$ cat config.mk
export PLATFORM = sky130hd
export DESIGN_NAME = uart_rx_frame
export DESIGN_NICKNAME = d
export VERILOG_FILES = /design/src/rtl/uart_pkg.sv /design/src/rtl/uart_rx_frame_sync_2ff.sv /design/src/rtl/uart_rx_frame.sv
export SDC_FILE = /design/constraint.sdc
export NUM_CORES = 1
export LEC_CHECK = 0
export CELL_PAD_IN_SITES_DETAIL_PLACEMENT = 0
export CELL_PAD_IN_SITES_GLOBAL_PLACEMENT = 2
export CORE_ASPECT_RATIO = 1.75
export CORE_MARGIN = 2
export CORE_UTILIZATION = 35
export DETAILED_ROUTE_END_ITERATION = 7
export GPL_ROUTABILITY_DRIVEN = 0
export GPL_TIMING_DRIVEN = 0
export PLACE_DENSITY = 0.8
export SLEW_MARGIN = 0
export SYNTH_ARGS = -nofsm -noshare
export SYNTH_HDL_FRONTEND = slang
export SYNTH_HIERARCHICAL = 1
export SYNTH_SLANG_ARGS = --single-unit
$ cat constraint.sdc
create_clock -name clock -period 4.4 [get_ports clock]
set_clock_uncertainty 0.1 [all_clocks]
set_input_delay 0.88 -clock clock [delete_from_list [all_inputs] [get_ports clock]]
set_output_delay 0.88 -clock clock [all_outputs]
set_load 0.05 [all_outputs]
$ cat src/rtl/uart_pkg.sv
// Shared UART definitions: receive FSM states and line idle level.
// Also intended for use by the transmit block.
package uart_pkg;

  typedef enum logic [2:0] {
    IDLE,
    START,
    DATA,
    PARITY,
    STOP
  } rx_state_t;

  localparam logic UART_IDLE_LVL = 1'b1;

endpackage

$ cat src/rtl/uart_rx_frame_sync_2ff.sv
// Two-flop synchroniser for an asynchronous single-bit input.
// The reset value is a parameter, so a serial line can come out of reset at its idle level.
module sync_2ff #(
  parameter logic RESET_VAL = 1'b1
) (
  input  logic clock,
  input  logic nreset,
  input  logic d,
  output logic q
);

  logic meta_q;
  logic sync_q;

  // Two register stages give the first stage time to settle from metastability.
  // NOTE: sequential state uses non-blocking assignments, so each stage loads the value the previous stage held before the clock edge.
  always_ff @(posedge clock or negedge nreset) begin
    if (!nreset) begin
      meta_q <= RESET_VAL;
      sync_q <= RESET_VAL;
    end else begin
      meta_q <= d;
      sync_q <= meta_q;
    end
  end

  assign q = sync_q;

endmodule

$ cat src/rtl/uart_rx_frame.sv
// UART receive framer. Detects a start bit on a falling edge of the synchronised line.
// Samples each bit at mid-period using OVERSAMPLE baud ticks per bit.
// Delivers each word with a one-clock valid pulse plus parity and framing flags.
module uart_rx_frame
  import uart_pkg::*;
#(
  parameter int OVERSAMPLE = 16,
  parameter int DATA_BITS  = 8,
  parameter int PARITY_EN  = 0,
  parameter int PARITY_ODD = 0
) (
  input  logic                 clock,
  input  logic                 nreset,
  input  logic                 baud_tick,
  input  logic                 rx,
  output logic [DATA_BITS-1:0] data_out,
  output logic                 data_valid,
  output logic                 parity_error,
  output logic                 framing_error,
  output logic                 busy
);

  localparam int SW = $clog2(OVERSAMPLE);
  localparam int BW = $clog2(DATA_BITS + 1);
  localparam logic [SW-1:0] S_HALF = SW'(OVERSAMPLE / 2 - 1);
  localparam logic [SW-1:0] S_FULL = SW'(OVERSAMPLE - 1);
  localparam logic [BW-1:0] B_LAST = BW'(DATA_BITS - 1);
  localparam logic          HAS_PAR = (PARITY_EN != 0);
  localparam logic          ODD_PAR = (PARITY_ODD != 0);

  logic                 rx_s;
  logic                 rx_q;
  logic                 fall_edge;
  rx_state_t            state_q, state_d;
  logic [SW-1:0]        s_cnt_q, s_cnt_d;
  logic [BW-1:0]        bit_cnt_q, bit_cnt_d;
  logic [DATA_BITS-1:0] shreg_q, shreg_d;
  logic                 par_bad_q, par_bad_d;
  logic [DATA_BITS-1:0] data_out_q, data_out_d;
  logic                 data_valid_q, data_valid_d;
  logic                 perr_q, perr_d;
  logic                 ferr_q, ferr_d;

  sync_2ff #(.RESET_VAL(UART_IDLE_LVL)) u_sync (
    .clock  (clock),
    .nreset (nreset),
    .d      (rx),
    .q      (rx_s)
  );

  assign fall_edge = rx_q & ~rx_s;

  // State, counters, shift register and output registers.
  always_ff @(posedge clock or negedge nreset) begin
    if (!nreset) begin
      rx_q         <= UART_IDLE_LVL;
      state_q      <= IDLE;
      s_cnt_q      <= '0;
      bit_cnt_q    <= '0;
      shreg_q      <= '0;
      par_bad_q    <= 1'b0;
      data_out_q   <= '0;
      data_valid_q <= 1'b0;
      perr_q       <= 1'b0;
      ferr_q       <= 1'b0;
    end else begin
      rx_q         <= rx_s;
      state_q      <= state_d;
      s_cnt_q      <= s_cnt_d;
      bit_cnt_q    <= bit_cnt_d;
      shreg_q      <= shreg_d;
      par_bad_q    <= par_bad_d;
      data_out_q   <= data_out_d;
      data_valid_q <= data_valid_d;
      perr_q       <= perr_d;
      ferr_q       <= ferr_d;
    end
  end

  // Next-state logic: frame sequencing, mid-bit sampling and word delivery.
  always_comb begin
    // NOTE: every signal gets a default before the case, so paths that do not assign it cannot infer a latch.
    state_d      = state_q;
    s_cnt_d      = s_cnt_q;
    bit_cnt_d    = bit_cnt_q;
    shreg_d      = shreg_q;
    par_bad_d    = par_bad_q;
    data_out_d   = data_out_q;
    data_valid_d = 1'b0;
    perr_d       = perr_q;
    ferr_d       = ferr_q;

    unique case (state_q)
      IDLE: begin
        // An edge wins over a coincident tick; counting starts from zero.
        if (fall_edge) begin
          state_d = START;
          s_cnt_d = '0;
        end
      end
      START: begin
        if (baud_tick) begin
          if (s_cnt_q == S_HALF) begin
            s_cnt_d = '0;
            if (!rx_s) begin
              state_d   = DATA;
              bit_cnt_d = '0;
              par_bad_d = 1'b0;
            end else begin
              state_d = IDLE;  // line went back high before mid-bit: glitch
            end
          end else begin
            s_cnt_d = s_cnt_q + SW'(1);
          end
        end
      end
      DATA: begin
        if (baud_tick) begin
          if (s_cnt_q == S_FULL) begin
            s_cnt_d = '0;
            shreg_d = {rx_s, shreg_q[DATA_BITS-1:1]};  // LSB arrives first
            if (bit_cnt_q == B_LAST) begin
              state_d = HAS_PAR ? PARITY : STOP;
            end else begin
              bit_cnt_d = bit_cnt_q + BW'(1);
            end
          end else begin
            s_cnt_d = s_cnt_q + SW'(1);
          end
        end
      end
      PARITY: begin
        if (baud_tick) begin
          if (s_cnt_q == S_FULL) begin
            s_cnt_d   = '0;
            par_bad_d = ((^shreg_q) ^ rx_s) != ODD_PAR;
            state_d   = STOP;
          end else begin
            s_cnt_d = s_cnt_q + SW'(1);
          end
        end
      end
      STOP: begin
        if (baud_tick) begin
          if (s_cnt_q == S_FULL) begin
            s_cnt_d      = '0;
            data_out_d   = shreg_q;
            perr_d       = HAS_PAR & par_bad_q;
            ferr_d       = ~rx_s;
            data_valid_d = 1'b1;
            // A start edge coinciding with the return to idle is not lost.
            state_d      = fall_edge ? START : IDLE;
          end else begin
            s_cnt_d = s_cnt_q + SW'(1);
          end
        end
      end
      default: state_d = IDLE;
    endcase
  end

  assign data_out      = data_out_q;
  assign data_valid    = data_valid_q;
  assign parity_error  = perr_q;
  assign framing_error = ferr_q;
  assign busy          = (state_q != IDLE);

endmodule

==> results of run 1 <==
-- state kept, by name (all words and copies together) (netlist names) --
| signal | flops |
|---|---|
| data_out | 8 |
| shreg_q | 8 |
| rx_q | 1 |
| u_sync/q | 1 |
| framing_error | 1 |
| bit_cnt_q | 4 |
| data_valid | 1 |
| state_q | 3 |
| u_sync/meta_q | 1 |
| s_cnt_q | 4 |
-- cell usage after synthesis, types with 2 or more instances --
| cell | count |
|---|---|
| nor2b_1 | 2 |
| or3_4 | 2 |
| mux2_1 | 4 |
| o31ai_1 | 2 |
| nand4_1 | 5 |
| mux2_2 | 12 |
| nand3_1 | 2 |
| nand2_1 | 6 |
| or3b_1 | 3 |
| ha_1 | 2 |
| nor2_1 | 2 |
| nor4b_2 | 2 |
| nand2b_1 | 2 |
| buf_2 | 3 |
| mux2_4 | 2 |
| a32o_1 | 2 |
| inv_1 | 5 |
| buf_4 | 2 |
| dfstp_2 | 3 |
| mux2i_1 | 2 |
| dfrtp_1 | 29 |
| o21ai_0 | 3 |
| o21ai_1 | 3 |
-- per-layer routing --
layer | up-vias | share of wire [%]
met2 | 9 | 56
met4 | 0 | 1.8
li1 | 511 | -
met3 | 4 | 1.1
met1 | 519 | 41
met5 | - | 0
-- final timing paths --
path	startpoint	to	slack (ns)	cells past startpoint
worst min-delay path	u_sync/meta_q	u_sync/q	0.26	0
worst max register to register	s_cnt_q[0]	state_q[1]	2.44	5
min in group asynchronous	nreset	s_cnt_q[2]	0.89	1
worst max-delay path	state_q[1]	busy	1.61	2
worst min register to register	u_sync/meta_q	u_sync/q	0.26	0
max in group asynchronous	nreset	u_sync/meta_q	2.72	2
-- cell usage in the layout, fill, tap and decap left out, types with 3 or more instances in the layout --
cell type,n
mux2_2,12
dfstp_2,3
clkdlybuf4s50_1,14
dfrtp_1,29
o21ai_0,3
buf_2,3
o21ai_1,3
or3b_1,3
nand4_1,5
inv_1,5
nand2_1,6
mux2_1,4
clkbuf_8,6
-- power by group --
| group | leakage [nW] | total [mW] | switching (mW) | internal (mW) |
|---|---|---|---|---|
| clock network | 0.0445 | 0.228 | 0.101 | 0.127 |
| registers | 0.428 | 0.370 | 0.0400 | 0.330 |
| logic | 0.400 | 0.392 | 0.213 | 0.179 |
-- kinds of logic after synthesis --
group	after synthesis	synth area share [%]
fa+ha+maj	2	1.549
compound gates	21	12.16
other cells	1	0.2322
buf+inv	11	3.718
simple gates	40	18.28
flops	32	49.81
mux	20	14.25
-- metrics by stage --
step	power (mW)	util, %	hold WS (ns)
final	0.9895	44.06	0.2598
after global routing	1.066	44.06	0.2651
after CTS	1.008	44.06	0.2607
after detailed placement	0.7707	41.93	0.2505
after global placement	0.7595	41.31	0.2457
after floorplan	0.6774	-	0.2452
-- worst register-to-register path: stages (launching register included) --
cell,delay [ns]
dfrtp_1,0.38
ha_1,0.28
and4bb_2,0.25
o21ai_1,0.13
a211oi_4,0.37
mux2_4,0.33
-- layout make-up --
cell class                 count  area, µm²  share of cell area (%)
clock buffer                   7      86.33                   4.449
inverter                       5      18.77                  0.9671
clock inverter                 1      7.507                  0.3868
multi-input combinational     84      750.7                   38.68
timing repair buffer          15      167.7                   8.640
buffer                         6      41.29                   2.128
tap                           51      63.81                   3.288
sequential                    32      804.5                   41.46
==> run_results.csv, run 1 <==
group,metric,value,unit
die,core.rowCount,32,
cts,h-tree-depth,2,
placed_design,placed_area,0.001847,mm²
final_layout,drive_gt1_share,30.67,%
status,status,"finished, final reports clean",
cts,cts_setup_buffers,0,
timing,drv_slew,0,
global_route,grt-ovfl-total,0,
synth,synth_top_area_share,44.93,%
global_route,use_met1,14.95,%
placed_design,io_buffers,14,
pwr,power_density,509.9,mW/mm²
final_layout,nets,155,
die,core,0.004404,mm²
drt,post_drt_via_cell_ratio,5.189,
cts,cts_made_buffers,5,
synth,ys_warn_count,6,
critical_path,cp-start-kind,"flop",
global_route,antenna_found_initial,0,
timing,min_period_over_period,63.51,%
drt,drtIter0Drc,8,
cts,cts_tree,"done",
cts,clockBufferDepth,2,
timing,relSlewSlack,59.18,%
die,dieArea,0.005196,mm²
critical_path,path_max_fanout,6,
final_layout,final_cells,201,
synth,netlist_area,0.001615,mm²
die,start_util,36.68,%
min_path,hp-class,"reg2reg",
drt,via_count,1043,
synth,synth-seq-cells,32,
timing,finalCriticalPeriod,2.794,ns
cts,clkSinkCount,32,
global_route,met2_usage,23.71,%
cts,holdBufCountCts,0,
final_layout,fillers,439,
critical_path,cpMaxStageDelayCell,"clkdlybuf4s50_1",
timing,tns,0,ns
global_route,grt_pass1_vias,1138,
timing,setup_slack,1.606,ns
timing,max_slew.worst_pin.slew,0.6103,ns
final_layout,antenna_cells,0,
cts,clk_pin_slew,0.06,ns
global_route,grt_pass1_wl,5409,µm
synth,seq_area_frac_synth,49.81,%
pwr,ir_drop,0.2939,mV
cts,clock_latency,0.27,ns
cts,cts-resized-gates,0,
placed_design,dp_slack,1.685,ns
critical_path,path_cells,"or3_4 -> clkdlybuf4s50_1",
drt,wl,2989,µm
global_route,busiest_layer,"met2",
critical_path,critPathKind,"reg2out",
global_route,grtUsageMet3,2.066,%
cts,clockRootBuffer,"clkbuf_8",
synth,synth_edf_count,0,
critical_path,endpoint_kind,"output pin",
placed_design,hpwl,2246,µm
synth,synth_top_cells_by_area,"dfrtp_1 45%, mux2_2 8.4%, dfstp_2 4.9%, mux2_1 2.8%, nand4_1 1.9%",
synth,ys_types,50,
drt,drtAntennaViolNets,0,
timing,finalHoldViolations,0,
critical_path,cpPeakStageDelay,0.71,ns
synth,synth-main-ff-cell,"dfrtp_1",
global_route,grt_start_max_net_pins,23,
drt,firstDrtPassIters,4,
synth,synth.avg_cell_area,12.72,µm²
run,maxCapViolations,0,
drt,avgRoutedWirePerCell,14.87,µm
synth,yosysTopAreaCell,"dfrtp_1",
final_layout,syn2layout_area_growth,20.14,%
synth,syn-instance-count,127,
critical_path,cp_top_family,"buffers and inverters",
placed_design,dp.cells,193,
critical_path,path_buf_inv,1,
pwr,leakagePower,0.8724,nW
timing,rsz0062_at_grt,"no",
final_layout,design_area,0.001941,mm²
global_route,gr-usage-all-layers,13.14,%
timing,fmax,357.9,MHz
die,die_w,55.36,µm
critical_path,worstPathArrival,1.81,ns
die,die_h,93.87,µm
drt,drcViolationCount,0,
synth,syn-num-nets,133,
die,ios,16,
synth,synthArstFlopShare,100.0,%
timing,finalSetupViolCount,0,
critical_path,crit_required,3.42,ns
(Power assumes the default switching activity.)
==> run 2: changes to the inputs <==
==> constraint.sdc (replaced) <==
create_clock -name clock -period 2.7 [get_ports clock]
set_clock_uncertainty 0.1 [all_clocks]
set_input_delay 0.54 -clock clock [delete_from_list [all_inputs] [get_ports clock]]
set_output_delay 0.54 -clock clock [all_outputs]
set_load 0.05 [all_outputs]
==> results of run 2 <==
Same layout as run 1 (identical final DEF). Status: finished, final reports clean.
Among the figures that moved: setup slack after placement 1.685 ns -> 0.3245 ns; setup slack after layout 1.606 ns -> 0.2457 ns; register-to-register setup slack 2.44 ns -> 0.74 ns; total power 0.9895 mW -> 1.612 mW; worst IR drop on VDD 0.2939 mV -> 0.4789 mV
